==> src/rtl/sid_regs_if.sv <==
// Host bus of the SID register block: chip select, write strobe, address,
// write data and registered read data.
interface sid_regs_if;
  logic       cs;
  logic       we;
  logic [4:0] addr;
  logic [7:0] data_in;
  logic [7:0] data_out;

  modport master (output cs, output we, output addr, output data_in, input data_out);
  modport slave  (input cs, input we, input addr, input data_in, output data_out);
endinterface

==> src/rtl/sid_regs.sv <==
// SID register file: voice/filter write registers, read-back of pots, osc3
// and env3, and a decaying bus latch that every other read returns.
module sid_regs #(
  parameter int DECAY_CYCLES = 8192,
  parameter int POT_PERIOD   = 512
) (
  input  logic         clock,
  input  logic         reset_n,
  input  logic         ce_1m,
  sid_regs_if.slave    bus,
  input  logic [7:0]   osc3,
  input  logic [7:0]   env3,
  input  logic [7:0]   pot_x,
  input  logic [7:0]   pot_y,
  output logic [47:0]  freq,
  output logic [35:0]  pw,
  output logic [23:0]  control,
  output logic [23:0]  att_dec,
  output logic [23:0]  sus_rel,
  output logic [10:0]  fc,
  output logic [7:0]   res_filt,
  output logic [7:0]   mode_vol
);

  localparam int POT_W = (POT_PERIOD > 1) ? $clog2(POT_PERIOD) : 1;
  localparam logic [POT_W-1:0] POT_LAST   = POT_W'(POT_PERIOD - 1);
  localparam logic [15:0]      DECAY_INIT = 16'(DECAY_CYCLES);

  logic [7:0] freq_lo_q [0:2];
  logic [7:0] freq_hi_q [0:2];
  logic [7:0] pw_lo_q   [0:2];
  logic [3:0] pw_hi_q   [0:2];
  logic [7:0] control_q [0:2];
  logic [7:0] att_dec_q [0:2];
  logic [7:0] sus_rel_q [0:2];
  logic [2:0] fc_lo_q;
  logic [7:0] fc_hi_q;
  logic [7:0] res_filt_q;
  logic [7:0] mode_vol_q;

  logic [7:0]       pot_x_lat_q, pot_y_lat_q;
  logic [7:0]       bus_latch_q, bus_latch_d;
  logic [7:0]       data_out_q;
  logic [15:0]      decay_q, decay_d;
  logic [POT_W-1:0] pot_cnt_q, pot_cnt_d;
  logic             pot_wrap;

  logic       wr_en, rd_en;
  logic       voice_hit;
  logic [1:0] wr_voice;
  logic [2:0] wr_off;
  logic [7:0] rd_val;
  logic       rd_live;

  assign wr_en = bus.cs & bus.we;
  assign rd_en = bus.cs & ~bus.we;

  // Split a voice address (0x00-0x14) into voice number and register offset.
  always_comb begin
    voice_hit = 1'b0;
    wr_voice  = 2'd0;
    wr_off    = 3'd0;
    if (bus.addr < 5'd7) begin
      voice_hit = 1'b1;
      wr_voice  = 2'd0;
      wr_off    = bus.addr[2:0];
    end else if (bus.addr < 5'd14) begin
      voice_hit = 1'b1;
      wr_voice  = 2'd1;
      wr_off    = 3'(bus.addr - 5'd7);
    end else if (bus.addr < 5'd21) begin
      voice_hit = 1'b1;
      wr_voice  = 2'd2;
      wr_off    = 3'(bus.addr - 5'd14);
    end
  end

  // Read mux: live sources at 0x19-0x1C, everything else sees the bus latch.
  always_comb begin
    rd_val  = bus_latch_q;
    rd_live = 1'b1;
    case (bus.addr)
      5'h19:   rd_val = pot_x_lat_q;
      5'h1A:   rd_val = pot_y_lat_q;
      5'h1B:   rd_val = osc3;
      5'h1C:   rd_val = env3;
      default: rd_live = 1'b0;
    endcase
  end

  // Bus latch, decay timer and pot timer next state; any access beats a decay tick.
  always_comb begin
    bus_latch_d = bus_latch_q;
    decay_d     = decay_q;
    pot_cnt_d   = pot_cnt_q;
    pot_wrap    = 1'b0;
    if (wr_en) begin
      bus_latch_d = bus.data_in;
    end else if (rd_en) begin
      if (rd_live) bus_latch_d = rd_val;
    end else if (ce_1m && decay_q == 16'd1) begin
      bus_latch_d = 8'h00;
    end
    if (bus.cs) begin
      decay_d = DECAY_INIT;
    end else if (ce_1m && decay_q != 16'd0) begin
      decay_d = decay_q - 16'd1;
    end
    if (ce_1m) begin
      if (pot_cnt_q == POT_LAST) begin
        pot_cnt_d = '0;
        pot_wrap  = 1'b1;
      end else begin
        pot_cnt_d = pot_cnt_q + 1'b1;
      end
    end
  end

  // Write registers; writes land on any clock regardless of ce_1m.
  always_ff @(posedge clock) begin
    if (!reset_n) begin
      for (int i = 0; i < 3; i++) begin
        freq_lo_q[i] <= '0;
        freq_hi_q[i] <= '0;
        pw_lo_q[i]   <= '0;
        pw_hi_q[i]   <= '0;
        control_q[i] <= '0;
        att_dec_q[i] <= '0;
        sus_rel_q[i] <= '0;
      end
      fc_lo_q    <= '0;
      fc_hi_q    <= '0;
      res_filt_q <= '0;
      mode_vol_q <= '0;
    end else if (wr_en) begin
      if (voice_hit) begin
        case (wr_off)
          3'd0:    freq_lo_q[wr_voice] <= bus.data_in;
          3'd1:    freq_hi_q[wr_voice] <= bus.data_in;
          3'd2:    pw_lo_q[wr_voice]   <= bus.data_in;
          3'd3:    pw_hi_q[wr_voice]   <= bus.data_in[3:0];
          3'd4:    control_q[wr_voice] <= bus.data_in;
          3'd5:    att_dec_q[wr_voice] <= bus.data_in;
          default: sus_rel_q[wr_voice] <= bus.data_in;
        endcase
      end else begin
        case (bus.addr)
          5'h15:   fc_lo_q    <= bus.data_in[2:0];
          5'h16:   fc_hi_q    <= bus.data_in;
          5'h17:   res_filt_q <= bus.data_in;
          5'h18:   mode_vol_q <= bus.data_in;
          default: ;
        endcase
      end
    end
  end

  // Read data, bus latch, timers and pot latches.
  always_ff @(posedge clock) begin
    if (!reset_n) begin
      data_out_q  <= '0;
      bus_latch_q <= '0;
      decay_q     <= '0;
      pot_cnt_q   <= '0;
      pot_x_lat_q <= '0;
      pot_y_lat_q <= '0;
    end else begin
      if (rd_en) data_out_q <= rd_val;
      bus_latch_q <= bus_latch_d;
      decay_q     <= decay_d;
      pot_cnt_q   <= pot_cnt_d;
      if (pot_wrap) begin
        pot_x_lat_q <= pot_x;
        pot_y_lat_q <= pot_y;
      end
    end
  end

  assign bus.data_out = data_out_q;

  for (genvar n = 0; n < 3; n++) begin : g_voice
    assign freq[16*n +: 16]   = {freq_hi_q[n], freq_lo_q[n]};
    assign pw[12*n +: 12]     = {pw_hi_q[n], pw_lo_q[n]};
    assign control[8*n +: 8]  = control_q[n];
    assign att_dec[8*n +: 8]  = att_dec_q[n];
    assign sus_rel[8*n +: 8]  = sus_rel_q[n];
  end

  assign fc       = {fc_hi_q, fc_lo_q};
  assign res_filt = res_filt_q;
  assign mode_vol = mode_vol_q;

endmodule

==> src/flat_wrapper.sv <==
// flat-port wrapper written by rule: the top's interface ports become plain ports
module sid_regs_flat 
#(
  parameter int DECAY_CYCLES = 8192,
  parameter int POT_PERIOD   = 512
)
  (clock, reset_n, ce_1m, osc3, env3, pot_x, pot_y, freq, pw, control, att_dec, sus_rel, fc, res_filt, mode_vol, bus_cs, bus_we, bus_addr, bus_data_in, bus_data_out);
  sid_regs_if bus_i ();
  input  logic clock;
  input  logic reset_n;
  input  logic ce_1m;
  input  logic [7:0] osc3;
  input  logic [7:0] env3;
  input  logic [7:0] pot_x;
  input  logic [7:0] pot_y;
  output logic [47:0] freq;
  output logic [35:0] pw;
  output logic [23:0] control;
  output logic [23:0] att_dec;
  output logic [23:0] sus_rel;
  output logic [10:0] fc;
  output logic [7:0] res_filt;
  output logic [7:0] mode_vol;
  input wire logic [$bits(bus_i.cs)-1:0] bus_cs;
  input wire logic [$bits(bus_i.we)-1:0] bus_we;
  input wire logic [$bits(bus_i.addr)-1:0] bus_addr;
  input wire logic [$bits(bus_i.data_in)-1:0] bus_data_in;
  output wire logic [$bits(bus_i.data_out)-1:0] bus_data_out;
  assign bus_i.cs = bus_cs;
  assign bus_i.we = bus_we;
  assign bus_i.addr = bus_addr;
  assign bus_i.data_in = bus_data_in;
  assign bus_data_out = bus_i.data_out;
  sid_regs #(.DECAY_CYCLES(DECAY_CYCLES), .POT_PERIOD(POT_PERIOD)) u_core (.clock(clock), .reset_n(reset_n), .ce_1m(ce_1m), .bus(bus_i), .osc3(osc3), .env3(env3), .pot_x(pot_x), .pot_y(pot_y), .freq(freq), .pw(pw), .control(control), .att_dec(att_dec), .sus_rel(sus_rel), .fc(fc), .res_filt(res_filt), .mode_vol(mode_vol));
endmodule
==> config.mk <==
export PLATFORM = sky130hd
export DESIGN_NAME = sid_regs_flat
export DESIGN_NICKNAME = d
export VERILOG_FILES = /design/src/rtl/sid_regs_if.sv /design/src/rtl/sid_regs.sv /design/src/flat_wrapper.sv
export SDC_FILE = /design/constraint.sdc
export NUM_CORES = 1
export LEC_CHECK = 0
export BUFFER_PORTS_ARGS = -buffer_cell sky130_fd_sc_hd__buf_2
export CORE_ASPECT_RATIO = 0.6
export CORE_MARGIN = 5
export CORE_UTILIZATION = 54
export CTS_CLUSTER_DIAMETER = 120
export DETAILED_ROUTE_END_ITERATION = 6
export PLACE_DENSITY = 0.8
export SLEW_MARGIN = 15
export SYNTH_ARGS = -nofsm -noshare
export SYNTH_HDL_FRONTEND = slang
export SYNTH_SLANG_ARGS = --single-unit
==> constraint.sdc <==
create_clock -name clock -period 4.1 [get_ports clock]
set_input_delay 0.41 -clock clock [delete_from_list [all_inputs] [get_ports clock]]
set_output_delay 0.41 -clock clock [all_outputs]
set_load 0.1 [all_outputs]
# Word level (Yosys, flattened, before mapping)
# Memories as Yosys holds them, arrays and structs flattened.
# Cells that the tools add are included.
# word_totals
regBits	84
mem_bits_rw	156
inputBits	50
elab_cells	144
n_memories	7
# classes
n_addsub	4
n_lt_le_gt_ge	3
n_eq_ne	16
muxes	77
bitwise	5
n_reduce_logical	21
# mem_list
memory	words	width	rd	rd_ports_with_merged_regs	wr	line	source
u_core.att_dec_q	3	8	3	0	3	sid_regs.sv:34	logic [7:0] att_dec_q [0:2];
u_core.control_q	3	8	3	0	3	sid_regs.sv:33	logic [7:0] control_q [0:2];
u_core.freq_hi_q	3	8	3	0	3	sid_regs.sv:30	logic [7:0] freq_hi_q [0:2];
u_core.freq_lo_q	3	8	3	0	3	sid_regs.sv:29	logic [7:0] freq_lo_q [0:2];
u_core.pw_lo_q	3	8	3	0	3	sid_regs.sv:31	logic [7:0] pw_lo_q [0:2];
u_core.sus_rel_q	3	8	3	0	3	sid_regs.sv:35	logic [7:0] sus_rel_q [0:2];
+1 memories	n/a	n/a	n/a	n/a	n/a	n/a	
# ops
operator	count
2-to-1 mux 8 bit	10
2-to-1 mux 1 bit	49
OR reduction 8 bit	6
equality test 5 bit (second input constant)	8
one-hot mux 8 bit (4 select lines)	1
2-to-1 mux 14 bit	2
2-to-1 mux 2 bit	10
equality test 16 x 1 -> 1 bit (second input constant)	1
nonzero test 16 bit	1
subtractor 16 x 1 -> 16 bit (second input constant)	1
AND reduction 3 bit	4
adder 9 x 1 -> 9 bit (second input constant)	1
equality test 9 bit (second input constant)	1
2-to-1 mux 3 bit	3
2-to-1 mux 9 bit	1
OR reduction 4 bit	2
equality test 3 x 2 -> 1 bit (second input constant)	2
equality test 3 bit (second input constant)	2
OR reduction 6 bit	1
subtractor 3 bit (second input constant)	2
< comparator 5 x 3 -> 1 bit (second input constant)	1
< comparator 5 x 4 -> 1 bit (second input constant)	1
< comparator 5 bit (second input constant)	1
2-to-1 mux 4 bit	1
other kinds (10)	14

# Logic depth before layout (Yosys ltp)
# Gate-level depths: netlist (run 1).
# depth
ltp_word	13
depth_mapped	10
mapped_depth_nobuf	7

# Worst setup path after synthesis (run 1)
# OpenSTA, ideal clock, no wires.
# synth_timing
kind	input to register
start	input bus_addr[0]
end	memory u_core.control_q[1][0] (enable)
setup_ps	387
arrival_ps	2677
setup_slack_ps	1036
path_stages	10
path_buffers	4
path_cell_list	buf_2 > inv_1 > ha_1 > nor2b_1 > o21ai_0 > a211o_1 > buf_2 > buf_2 > buf_2 > o31ai_1
# synth_rtl
element	line	source
from (decl)	flat_wrapper.sv:26	input wire logic [$bits(bus_i.addr)-1:0] bus_addr;
to (decl)	sid_regs.sv:33	

==> summary.txt, run 1 <==
Clock network
  • Worst-Skew Late Latency: around 0.5 ns
  • Clk sinks: 240
  • CTS Root Cell: clkbuf_16
  • Cts bufs inserted: 23
  • CTS tree: yes
  • Clock Tree Buf Depth: 3
  • Post-CTS setup buffers: 0
  • Resize count post-CTS: 0
  • Hold buffer count at CTS: 0
  • Clock H-tree levels: 1
  • Clock-pin slew on the worst setup and hold paths: approximately 0.060 ns

Detailed routing
  • ANT nets after route: 0
  • DR vias/cell: between 6 and 7
  • DRC: 1
  • Vias: 8625
  • WL final: around 30 mm
  • Initial DRT Pass Iterations: 7
  • Routed length per instance: 22.5 um
  • Initial DRC count: approximately 1200

Placed design
  • I/O Buffers: 240
  • GP Congestion: 0.862
  • Final HPWL DP: 20.5 mm
  • Placed insts: 1308

Setup path
  • Setup crit end kind: flop
  • Required @ worst endpoint: about 4.2 ns
  • Crit path DAT: roughly 3.2 ns
  • Critical Path Source Type: input port
  • Critical-path maximum fanout: between 50 and 60
  • Crit Path Class: in -> reg

Run
  • Max cap viols: 0

Power and ir drop
  • Leak: 0.00465 uW
  • Design Power: 6260 uW
  • Worst-case vdd ir drop: 0.273 mV
  • Pwr/cell area: 503 nW/um2

Timing
  • Clock Skews: 0.00689 ns
  • Setup violations, final: 0
  • Pins Over Slew Limit: 0
  • RSZ-0062 raised after global routing: no
  • Post-route clock period utilization: roughly three quarters
  • Fmax achieved: 0.329 GHz
  • Hold Vio Cnt, Final: 0
  • Tightest Pin Transition: 1.16 ns
  • Post-route setup TNS: 0 ns
  • Min cycle time layout: 3.04 ns
  • Slew HR: 21.9%

Layout
  • Synth-to-Final Area Change: 21.0%
  • Most frequent cells in the layout: 240 x buf_2, 159 x nor4_1, 156 x edfxtp_1
  • Ratio of cells with drive above 1 in the final layout: 29.4%
  • Commonest non-fill, non-tap cell in the layout: buf_2
  • Ant diodes: 0
  • Finished Layout Cells: 1347
  • Number of fill cells: 1433
  • Util after Layout: between 60% and 70%
  • Final Net Count: 1147

Global routing
  • Vias in the first global route: 8005
  • Initial antenna violation count: 3
  • Largest net degree at the start of global routing: between 60 and 70
  • Total track usage: about a quarter
  • First-pass GRT wire length: 45.6 mm
  • Global route overflow: 0

Hold path
  • Worst hold path type: in -> reg

Floorplanning
  • Core area: 18900 um2
  • Die area: 22000 um2
  • Starting Density: 54.5%
  • Io pins: 241
  • # rows: 39
  • Die boundary width: approximately 190 um
  • Die Y: 117 um

Synth
  • Seq cells post-synth: 240
  • Synth warnings: 0
  • Post-synth EDFFs: 156
  • Synth Instances: 892
  • Syn_area_per_cell: 11.5 um2
  • Synth cell types: 59
  • Fraction of registers with async set or reset after synthesis: 0%
  • Cell Area, Synth: 10300 um2
  • Primary FF master, synth: edfxtp_1
  • Syn nets: 952
  • Register area share after synthesis: 61.8%

Outcome
  • Status: finished, violations left
  • Failing checks: design-rule violations
[cell type report]
type,instances,area [um2],area share (%)
tap,246,308,2.47
timing repair buffer,268,1420,11.4
sequential,240,6370,51.1
multi-input combinational,527,3510,28.2
clock inverter,11,128,1.02
inverter,27,101,0.814
clock buffer,28,617,4.95
[cell usage after synthesis (13+ instances only)]
| cell type | instances | area (um2) |
|---|---|---|
| a21oi_1 | 40 | 200 |
| clkbuf_1 | 77 | 289 |
| o21ai_0 | 13 | 65.1 |
| dfxtp_1 | 84 | 1680 |
| mux2i_1 | 30 | 300 |
| o31ai_1 | 33 | 248 |
| inv_1 | 22 | 82.6 |
| nor2_1 | 46 | 173 |
| nor4_1 | 159 | 995 |
| nand2_1 | 62 | 233 |
| buf_2 | 16 | 80.1 |
| edfxtp_1 | 156 | 4680 |
[state kept, by name, indices dropped and copies added, names as in the netlist]
name	cells
u_core.freq_hi_q	24
u_core.res_filt	8
u_core.att_dec_q	24
u_core.pot_x_lat_q	8
u_core.bus_latch_q	8
u_core.fc_lo_q	3
u_core.decay_q	16
u_core.fc_hi_q	8
u_core.mode_vol	8
u_core.bus.data_out	8
u_core.pot_cnt_q	9
u_core.pw_lo_q	24
u_core.freq_lo_q	24
u_core.sus_rel_q	24
u_core.control_q	24
u_core.pot_y_lat_q	8
u_core.pw_hi_q	12
[worst max-delay path, cell delays in order]
cell and delay (ns):
buf_2 0.24, inv_1 0.12, ha_1 0.36, nor2b_1 0.12, o21ai_0 0.19, a211o_4 0.63, o31ai_1 1.05
[per-stage QoR]
| step | hold slack (ns) | instance area [um2] | setup slack [ns] |
|---|---|---|---|
| finish | 0.144 | 12500 | 1.06 |
| global route | 0.148 | 12500 | 0.925 |
| CTS | 0.138 | 12400 | 1.06 |
| detailed placement | 0.449 | 11700 | 0.534 |
| global placement | 0.443 | 11700 | 0.653 |
| floorplan | 0.436 | 10300 | 1.04 |
[cell families after synthesis]
group / count (synthesis) / synth area share [%]
compound gates: 147 / 10.3
xor+xnor: 6 / 0.510
fa+ha+maj: 10 / 1.22
buf+inv: 125 / 4.82
flops: 240 / 61.8
mux: 31 / 3.03
simple gates: 333 / 18.3
[path summary, 6_finish.rpt]
kind,depth (start not counted),slack (ns),start,end
max,7,1.06,bus_addr[0],u_core.freq_hi_q[1][6]
min,3,0.14,pot_x[1],u_core.pot_x_lat_q[1]
max reg2reg,4,1.54,u_core.decay_q[9],u_core.bus_latch_q[2]
min reg2reg,2,0.45,u_core.bus.data_out[3],u_core.bus.data_out[3]
[layer usage]
metal	up-vias	share of wire (%)	global-route usage, %
li1	3868	-	-
met1	4133	43	38.7
met2	566	43	38.2
met3	52	13	8.27
met4	6	1.9	6.40
met5	-	0.13	0
[report_power, final]
part           internal, uW  total, uW  switching, uW
registers              2680       2750           63.3
logic                   245       1390           1140
clock network          1250       2130            872
Power figures use the tool's default switching activity.
==> run 2: changes to the inputs <==
Settings changed: ABC_AREA set to 1.
Clock period 4.1 ns to 2.9 ns, I/O delays scaled along.
==> summary.txt, run 2 <==
Setup path
  • Required @ worst endpoint: ~3.3 ns
  • Crit Path Class: reg -> reg
  • Setup crit end kind: flop
  • Crit path DAT: 2.52 ns
  • Critical Path Source Type: flop
  • Critical-path maximum fanout: 9

Power and ir drop
  • Switch share: 34.0%
  • Design Power: 8540 uW
  • Worst-case vdd ir drop: 0.443 mV
  • Clk pwr share: 32.0%
  • Pwr/cell area: 697 nW/um2
  • Sw power: 2910 uW
  • Power Internal: ~5600 uW
  • Leak: 0.00525 uW
  • Flop pwr share: 45.5%
  • Comb pwr share: 22.4%

Floorplanning
  • Die Y: 116 um
  • Die area: 21800 um2
  • # rows: 38
  • Io pins: 241
  • Core area: around 18000 um2
  • Starting Density: 55.6%
  • Die boundary width: 187 um

Global routing
  • First-pass GRT wire length: around 42 mm
  • Total track usage: between 20% and 30%
  • Vias in the first global route: 7483
  • Largest net degree at the start of global routing: 29
  • Initial antenna violation count: 1
  • Global route overflow: 0

Synth
  • Post-synth EDFFs: 156
  • Synth warnings: 0
  • Commonest cells post-synth: 269 x nor2_1, 156 x edfxtp_1, 142 x nand2_1
  • Main area contributors after synthesis: edfxtp_1 46%, dfxtp_1 17%, nor2_1 9.9%
  • Synth Instances: 1011
  • Syn_area_per_cell: 10.1 um2
  • Most frequent cell after synthesis: nor2_1
  • Register area share after synthesis: a little over three fifths
  • Synth cell types: 41
  • Top cell type's share of synthesized area: 46.0%
  • Cell Area, Synth: a little over 10000 um2
  • Syn nets: roughly 1100
  • Yosys top cell by area: edfxtp_1
  • Seq cells post-synth: between 200 and 250
  • Fraction of registers with async set or reset after synthesis: 0%
  • Primary FF master, synth: edfxtp_1

Layout
  • Commonest non-fill, non-tap cell in the layout: nor2_1
  • Synth-to-Final Area Change: 20.5%
  • Ant diodes: 0
  • Finished Cell Area: 12300 um2
  • Ratio of cells with drive above 1 in the final layout: 28.8%
  • Final Net Count: 1309
  • Most frequent cells in the layout: 269 x nor2_1, 240 x buf_2, 156 x edfxtp_1

Detailed routing
  • Vias: 8022
  • Wl on met1: 12.3 mm
  • DRC: 0
  • Routed wl met2: 11.8 mm
  • Wire length on met3: ~2.7 mm
  • Initial DRC count: 769
  • Initial DRT Pass Iterations: 5
  • ANT nets after route: 0
  • DR vias/cell: 5.33
  • Routed length per instance: 18.0 um
  • WL final: 27.1 mm
  • Highest layer used for signal routing: met5

Hold path
  • Worst hold path type: in -> reg

Timing
  • Setup violations, final: 0
  • Clock Skews: around 0.0083 ns
  • Post-route setup TNS: 0 ns
  • RSZ-0062 raised after global routing: no
  • WHS: 0.0362 ns
  • Slew HR: approximately a quarter
  • Min cycle time layout: 2.09 ns
  • Hold Vio Cnt, Final: 0
  • Pins Over Slew Limit: 0
  • Tightest Pin Transition: 1.10 ns
  • Fmax achieved: 0.478 GHz
  • Post-route clock period utilization: between 70 and 80%

Placed design
  • Placed Area: about 12000 um2
  • GP Congestion: 0.872
  • I/O Buffers: 240
  • Final HPWL DP: between 15 and 20 mm

Clock network
  • Clock H-tree levels: 1
  • Hold buffer count at CTS: 0
  • Resize count post-CTS: 0
  • Clk sinks: 240
  • Cts bufs inserted: 21
  • Post-CTS setup buffers: 0
  • Clock-pin slew on the worst setup and hold paths: 0.07 ns
  • Clock Tree Buf Depth: 3
  • CTS tree: yes
  • Worst-Skew Late Latency: 0.50 ns
  • CTS Root Cell: clkbuf_16

Outcome
  • Status: complete, no violations

Run
  • Max cap viols: 0
==> run 2: changes by cell type after synthesis, moves of 16 or more <==
cell | before | now
clkbuf_1 | 77 | 27
mux2i_1 | 30 | 0
nand3_4 | 0 | 16
nand3_1 | 8 | 28
nor4_1 | 159 | 1
a21oi_1 | 40 | 72
o21ai_0 | 13 | 43
nor2_2 | 1 | 21
inv_1 | 22 | 66
o31ai_1 | 33 | 0
nand2_1 | 62 | 142
nor2_1 | 46 | 269
==> run 2: final timing paths <==
path | start | slack (ns) | endpoint | cells past startpoint
setup / recovery | u_core.pot_cnt_q[1] | 0.81 | u_core.pot_cnt_q[7] | 9
hold / removal | pot_x[4] | 0.04 | u_core.pot_x_lat_q[4] | 3
setup reg to reg | u_core.pot_cnt_q[1] | 0.81 | u_core.pot_cnt_q[7] | 9
hold reg to reg | u_core.pot_y_lat_q[3] | 0.45 | u_core.pot_y_lat_q[3] | 2
==> run 2: power by group through the flow <==
stage               logic (uW)  registers [uW]  clock network (uW)
floorplan                  622            4890                   0
global placement          1890            3960                   0
detailed placement        1910            3960                   0
CTS                       1910            3890                2760
global route              2030            3900                2900
finish                    1920            3890                2730
==> run 2: critical path: stages (launching register included) <==
cell and delay [ns]:
dfxtp_1 0.34, ha_1 0.22, nand3_1 0.09, nor3_1 0.06, ha_1 0.19, nand2_1 0.11, clkinv_1 0.27, nor2_1 0.45
o21ai_0 0.17, a21oi_1 0.14
==> run 2: final cells by class <==
cell class	instances	area [um2]
Clock buffer	22	529
Clock inverter	16	133
Timing Repair Buffer	252	1290
Tap cell	240	300
Sequential cell	240	6370
Inverter	80	315
Multi-Input combinational cell	654	3330
Fill cell	1455	6040
==> run 2: cell families after synthesis <==
family / share of synthesized area [%]
fa+ha+maj: 1.23
compound gates: 6.40
flops: 62.5
simple gates: 24.5
xor+xnor: 0.602
buf+inv: 4.77
==> run 2: stage by stage <==
stage	cells	setup slack [ns]	utilization, %
floorplan	1011	0.837	-
global placement	1466	0.492	63.4
detailed placement	1466	0.419	63.4
CTS	1504	0.837	67.0
global route	1504	0.587	67.0
finish	1504	0.808	67.0
==> run 2: routing by layer <==
layer / GRT usage [%] / vias to the layer above
met5: 0 / -
met2: 36.7 / 407
met4: 4.28 / 2
met1: 36.8 / 3784
li1: - / 3793
met3: 5.53 / 36
